<file path="src/rtl/wb_master_arbiter_pkg.sv">
// Shared definitions for the two-master Wishbone arbiter: bus widths,
// default abort timeout and FSM state encoding.
package wb_master_arbiter_pkg;

  localparam int WB_AddrBus   = 32;
  localparam int WB_DataBus   = 32;
  localparam int WB_SelectBus = 4;

  localparam logic [15:0] TIMEOUT_DEFAULT = 16'd255;

  typedef enum logic [1:0] {
    IDLE   = 2'd0,
    GRANT0 = 2'd1,
    GRANT1 = 2'd2
  } arb_state_e;

endpackage

</file>
<file path="src/rtl/wb_master_arbiter.sv">
// Round-robin arbiter between an instruction-fetch master (m0) and a data
// master (m1) onto one Wishbone slave port, with a per-grant ack timeout.
module wb_master_arbiter
  import wb_master_arbiter_pkg::*;
#(
  parameter logic [15:0] TIMEOUT_CYCLES = TIMEOUT_DEFAULT
) (
  input  logic                    clk,
  input  logic                    rst,
  input  logic [WB_AddrBus-1:0]   m0_addr_i,
  input  logic [WB_DataBus-1:0]   m0_data_i,
  input  logic                    m0_we_i,
  input  logic                    m0_stb_i,
  input  logic                    m0_cyc_i,
  input  logic [WB_SelectBus-1:0] m0_sel_i,
  output logic [WB_DataBus-1:0]   m0_data_o,
  output logic                    m0_ack_o,
  output logic                    m0_err_o,
  input  logic [WB_AddrBus-1:0]   m1_addr_i,
  input  logic [WB_DataBus-1:0]   m1_data_i,
  input  logic                    m1_we_i,
  input  logic                    m1_stb_i,
  input  logic                    m1_cyc_i,
  input  logic [WB_SelectBus-1:0] m1_sel_i,
  output logic [WB_DataBus-1:0]   m1_data_o,
  output logic                    m1_ack_o,
  output logic                    m1_err_o,
  output logic [WB_AddrBus-1:0]   s_addr_o,
  output logic [WB_DataBus-1:0]   s_data_o,
  output logic [WB_SelectBus-1:0] s_sel_o,
  output logic                    s_we_o,
  output logic                    s_stb_o,
  output logic                    s_cyc_o,
  input  logic [WB_DataBus-1:0]   s_data_i,
  input  logic                    s_ack_i,
  output logic [1:0]              grant_o
);

  arb_state_e  state_q, state_d;
  logic        last_q, last_d;
  logic [15:0] cnt_q, cnt_d;

  logic req0, req1, timeout, own_cyc;

  assign req0    = m0_cyc_i & m0_stb_i;
  assign req1    = m1_cyc_i & m1_stb_i;
  assign timeout = (cnt_q == TIMEOUT_CYCLES - 16'd1);
  assign own_cyc = (state_q == GRANT1) ? m1_cyc_i : m0_cyc_i;

  always_ff @(posedge clk or posedge rst) begin
    if (rst) begin
      state_q <= IDLE;
      last_q  <= 1'b1;
      cnt_q   <= '0;
    end else begin
      state_q <= state_d;
      last_q  <= last_d;
      cnt_q   <= cnt_d;
    end
  end

  always_comb begin
    state_d = state_q;
    last_d  = last_q;
    cnt_d   = cnt_q;
    case (state_q)
      IDLE: begin
        cnt_d = '0;
        if (req0 && req1)  state_d = last_q ? GRANT0 : GRANT1;
        else if (req0)     state_d = GRANT0;
        else if (req1)     state_d = GRANT1;
      end
      GRANT0, GRANT1: begin
        // Completion, master abort and timeout all release the bus the same way.
        if (s_ack_i || !own_cyc || timeout) begin
          state_d = IDLE;
          last_d  = (state_q == GRANT1);
          cnt_d   = '0;
        end else if (cnt_q != 16'hFFFF) begin
          cnt_d = cnt_q + 16'd1;
        end
      end
      default: state_d = IDLE;
    endcase
  end

  // Output mux keyed on registered state only. cyc/stb are dropped on the
  // timeout cycle from the counter alone, so there is no s_ack_i -> s_cyc_o path.
  always_comb begin
    s_addr_o  = '0;
    s_data_o  = '0;
    s_sel_o   = '0;
    s_we_o    = 1'b0;
    s_stb_o   = 1'b0;
    s_cyc_o   = 1'b0;
    m0_data_o = '0;
    m0_ack_o  = 1'b0;
    m0_err_o  = 1'b0;
    m1_data_o = '0;
    m1_ack_o  = 1'b0;
    m1_err_o  = 1'b0;
    grant_o   = 2'b00;
    case (state_q)
      GRANT0: begin
        s_addr_o  = m0_addr_i;
        s_data_o  = m0_data_i;
        s_sel_o   = m0_sel_i;
        s_we_o    = m0_we_i;
        s_stb_o   = m0_stb_i & ~timeout;
        s_cyc_o   = m0_cyc_i & ~timeout;
        m0_data_o = s_data_i;
        m0_ack_o  = s_ack_i;
        m0_err_o  = timeout & ~s_ack_i & m0_cyc_i;
        grant_o   = 2'b01;
      end
      GRANT1: begin
        s_addr_o  = m1_addr_i;
        s_data_o  = m1_data_i;
        s_sel_o   = m1_sel_i;
        s_we_o    = m1_we_i;
        s_stb_o   = m1_stb_i & ~timeout;
        s_cyc_o   = m1_cyc_i & ~timeout;
        m1_data_o = s_data_i;
        m1_ack_o  = s_ack_i;
        m1_err_o  = timeout & ~s_ack_i & m1_cyc_i;
        grant_o   = 2'b10;
      end
      default: ;
    endcase
  end

endmodule

</file>
<file path="config.mk">
export PLATFORM = sky130hd
export DESIGN_NAME = wb_master_arbiter
export DESIGN_NICKNAME = d
export VERILOG_FILES = /design/src/rtl/wb_master_arbiter_pkg.sv /design/src/rtl/wb_master_arbiter.sv
export SDC_FILE = /design/constraint.sdc
export NUM_CORES = 1
export LEC_CHECK = 0
export ABC_AREA = 1
export CORE_AREA = 2 2 122 124
export DETAILED_ROUTE_END_ITERATION = 10
export DIE_AREA = 0 0 124 126
export GPL_TIMING_DRIVEN = 0
export HOLD_SLACK_MARGIN = 0.1
export PLACE_DENSITY = 0.62
export SYNTH_ARGS = -nofsm -noshare
export SYNTH_HDL_FRONTEND = slang
export SYNTH_SLANG_ARGS = --single-unit
</file>
<file path="constraint.sdc">
create_clock -name clk -period 3.85 [get_ports clk]
set_input_delay 0.385 -clock clk [delete_from_list [all_inputs] [get_ports clk]]
set_output_delay 0.385 -clock clk [all_outputs]
set_load 0.005 [all_outputs]
</file>
==> impl_results.md, run 1 <==
* Num Clock Sinks at 19
* Clock power frac at 7.5%
* Die area at around 16000 um^2
* I/O pin count at 318
* Number of failing hold endpoints at the final stage at 0
* Commonest cells after routing, fill and taps aside: 317 x clkdlybuf4s50_1, 280 x nand2_1, 86 x inv_1
* DPL Wire Length at ~14000 um
* Total Routed Length at 17000 um
* Slew headroom at 48.1%
* Startpoint types: flip-flop
* Post-CTS Resized at 0
* Peak VDD IR at about 0.15 mV
* ANT nets after route at 0
* Yosys warning count at 0
* Die height at about 130 um
* CTS buffer count at 3
* Critical Path Sink Type: output port
* Post-synth net total at 765
* Share of cells above drive strength 1 at between 2 and 3%
* Slowest stage delay, CP at a little over 0.6 ns
* Fill count at 1566
* Layout area overhead at 120%
* Residual DRC at 0
* Pwr Density at 456 nW/um^2
* Antenna cells at 0
* Internal power at ~1.5 mW
* Sw Share at between 40 and 50%
* Setup TNS Final at 0 ns
* Worst-path fanout max at 10
* Post-route insts no fill at approximately 1100
* Total congestion overflow at 0
* Clock slew at reported path FFs at about 0.060 ns
* Die W at around 120 um
* Crit path buf inv count at 5
* Setup Buffers After CTS at 0
* Slew of the pin with the lowest slew margin at 0.777 ns
* Max_cap viols at 0
* Vias in the first global route at around 4500
* Result of the run: finished, final reports clean
* CTS tree: done
* Via-to-Cell Ratio at 4.28
* GRT Total Usage at 20.4%
* Crit path top cell by count: buf_2
* Final Max Tran Viols at 0
* Period utilization at between 80% and 90%
* Post-route minimum period at roughly 3.4 ns
* # port buffers at ~320
* 1st-pass router iterations at 6
* Initial antenna violation count at 0
* Top-area cell type share of the netlist area at 36.2%
* Hold-fix buffers, CTS at 0
* DRT iter0 DRCs at 177
* Hold slack at between 0.5 and 0.6 ns
* Initial Util at between 20% and 30%
* Sequential element share of the synthesized area at between 15 and 20%
* Worst path cell trace: inv_1 > ha_1 > buf_2 > clkbuf_1 > buf_2 > nand2_1 > a21oi_1 > clkdlybuf4s50_1
* Synth area leaders: nand2_1 36%, dfrtp_1 16%, a21oi_1 12%
* Skew-Pair Late Insertion Delay at around 0.25 ns
* Leak at between 2 and 3 nW
* Routed via count at 4651
* Total power at just under 3 mW
* Synthesized instance count at around 580
* RePlAce Congestion at around 0.8
* CP delay by family, top: buffers and inverters
* First-pass GRT wire length at approximately 24000 um
* Synth cell types at 29
* CP max stage cell: clkdlybuf4s50_1
* WL per Instance at ~16 um
* Max Root-Sink Buffers at 2
* Synth Register Bits at 19
* Sw power at approximately 1.4 mW
* Final nets at about 1100
* Rows at 44
* Avg Synthesized Cell Area at ~5.0 um^2
* Mapped cell area at a little under 3000 um^2
* Commonest non-fill, non-tap cell in the layout: clkdlybuf4s50_1
* Endpoints failing setup at 0
* Critical Path RT at ~3.5 ns
* Min-delay worst type: flip-flop to flip-flop
* Pin count of the biggest net entering global routing at 20
* Setup CP Type: flip-flop to output port
* Post-Place Cells at about 1100
* Skew final at roughly 0.0028 ns
* H-tree lvl count at 1
* Synth area leader: nand2_1
* Unrepaired setup endpoints after global routing: no
* Fmax at 294 MHz
* CTS root buf: clkbuf_16
* CP Data Arrival Time at 3.02 ns
* Reg power frac at around 8.1%
* Gate power share at 84.3%
* Placeable core region at about 14000 um^2
-- layer usage --
metal	GRT usage (%)	vias to the layer above	wire length, um
met5	0	-	0
met4	2.91	0	163
met3	5.12	10	1630
met2	39.2	214	8790
met1	22.5	2031	6450
li1	-	2396	-
-- final timing paths --
| path | startpoint | slack (ns) | cells after the start | to |
|---|---|---|---|---|
| setup / recovery | state_q[0] | 0.44 | 8 | s_sel_o[1] |
| hold / removal | last_q | 0.50 | 2 | last_q |
| setup reg to reg | state_q[0] | 1.95 | 11 | cnt_q[9] |
| hold reg to reg | last_q | 0.50 | 2 | last_q |
| max in group asynchronous | rst | 2.79 | 2 | cnt_q[13] |
| min in group asynchronous | rst | 0.57 | 2 | cnt_q[3] |
-- per-stage QoR --
stage          util, %  setup WS (ns)  instance area (um^2)
3_3_place_gp      44.0          0.634                  6300
6_report          44.6          0.445                  6380
5_1_grt           44.6          0.225                  6380
4_1_cts           44.6          0.332                  6380
3_5_place_dp      44.0          0.612                  6300
2_1_floorplan        -           1.92                  2900
-- flip-flops by register name, indices dropped and copies added (netlist names) --
name,flops
last_q,1
state_q,2
cnt_q,16
-- kinds of logic (layout without fill, tap and decap cells) --
group / Yosys count / count (layout) / share of synthesized area, %
xor+xnor: 5 / 5 / 1.51
buf+inv: 120 / 441 / 16.3
simple gates: 355 / 355 / 49.7
compound gates: 77 / 77 / 13.5
flops: 19 / 19 / 16.4
fa+ha+maj: 6 / 6 / 2.59
-- synthesized netlist by cell type --
cell type	n
nand2_1	280
inv_1	86
a21oi_1	70
clkbuf_1	28
nand3_1	28
nor2_1	25
dfrtp_1	18
ha_1	6
o21ai_0	5
nand2_2	4
nor2_2	4
buf_2	3
or2_2	3
xor2_1	3
nand3_2	2
nand4_1	2
nor3_1	2
xnor2_1	2
a31o_2	1
and2_1	1
buf_6	1
buf_8	1
dfstp_2	1
inv_2	1
nand2_4	1
nand2b_1	1
nor2_4	1
nor3_2	1
o21bai_1	1
-- power groups by stage --
stage	Combinational (mW)	Sequential, mW	Clock (mW)
after floorplan	1.06	0.235	0
after CTS	2.50	0.236	0.227
after global placement	2.49	0.237	0
after detailed placement	2.48	0.239	0
after global routing	2.73	0.237	0.235
final	2.45	0.236	0.219
-- worst min-delay path, stage by stage (launching register included) --
cell and delay, ns:
dfstp_2 0.37, nand2_1 0.05, o21ai_0 0.08
-- final cells by class --
cell class	instances	area, um^2	share of cell area [%]
Multi-Input combinational cell	443	1950	30.6
Timing Repair Buffer	317	3170	49.7
Clock buffer	4	78.8	1.23
Inverter	87	327	5.12
Tap cell	184	230	3.61
Sequential cell	19	477	7.47
Buffer	33	146	2.29
Power figures use the tool's default switching activity.
==> run 2, diff against run 1 <==
--- a/config.mk
+++ b/config.mk
@@ -7,6 +7,7 @@
 export LEC_CHECK = 0
 export ABC_AREA = 1
 export CORE_AREA = 2 2 122 124
+export CTS_CLUSTER_SIZE = 25
 export DETAILED_ROUTE_END_ITERATION = 10
 export DIE_AREA = 0 0 124 126
 export GPL_TIMING_DRIVEN = 0
==> results of run 2 <==
Same layout as run 1: the final DEF is identical, and so are final timing and power.
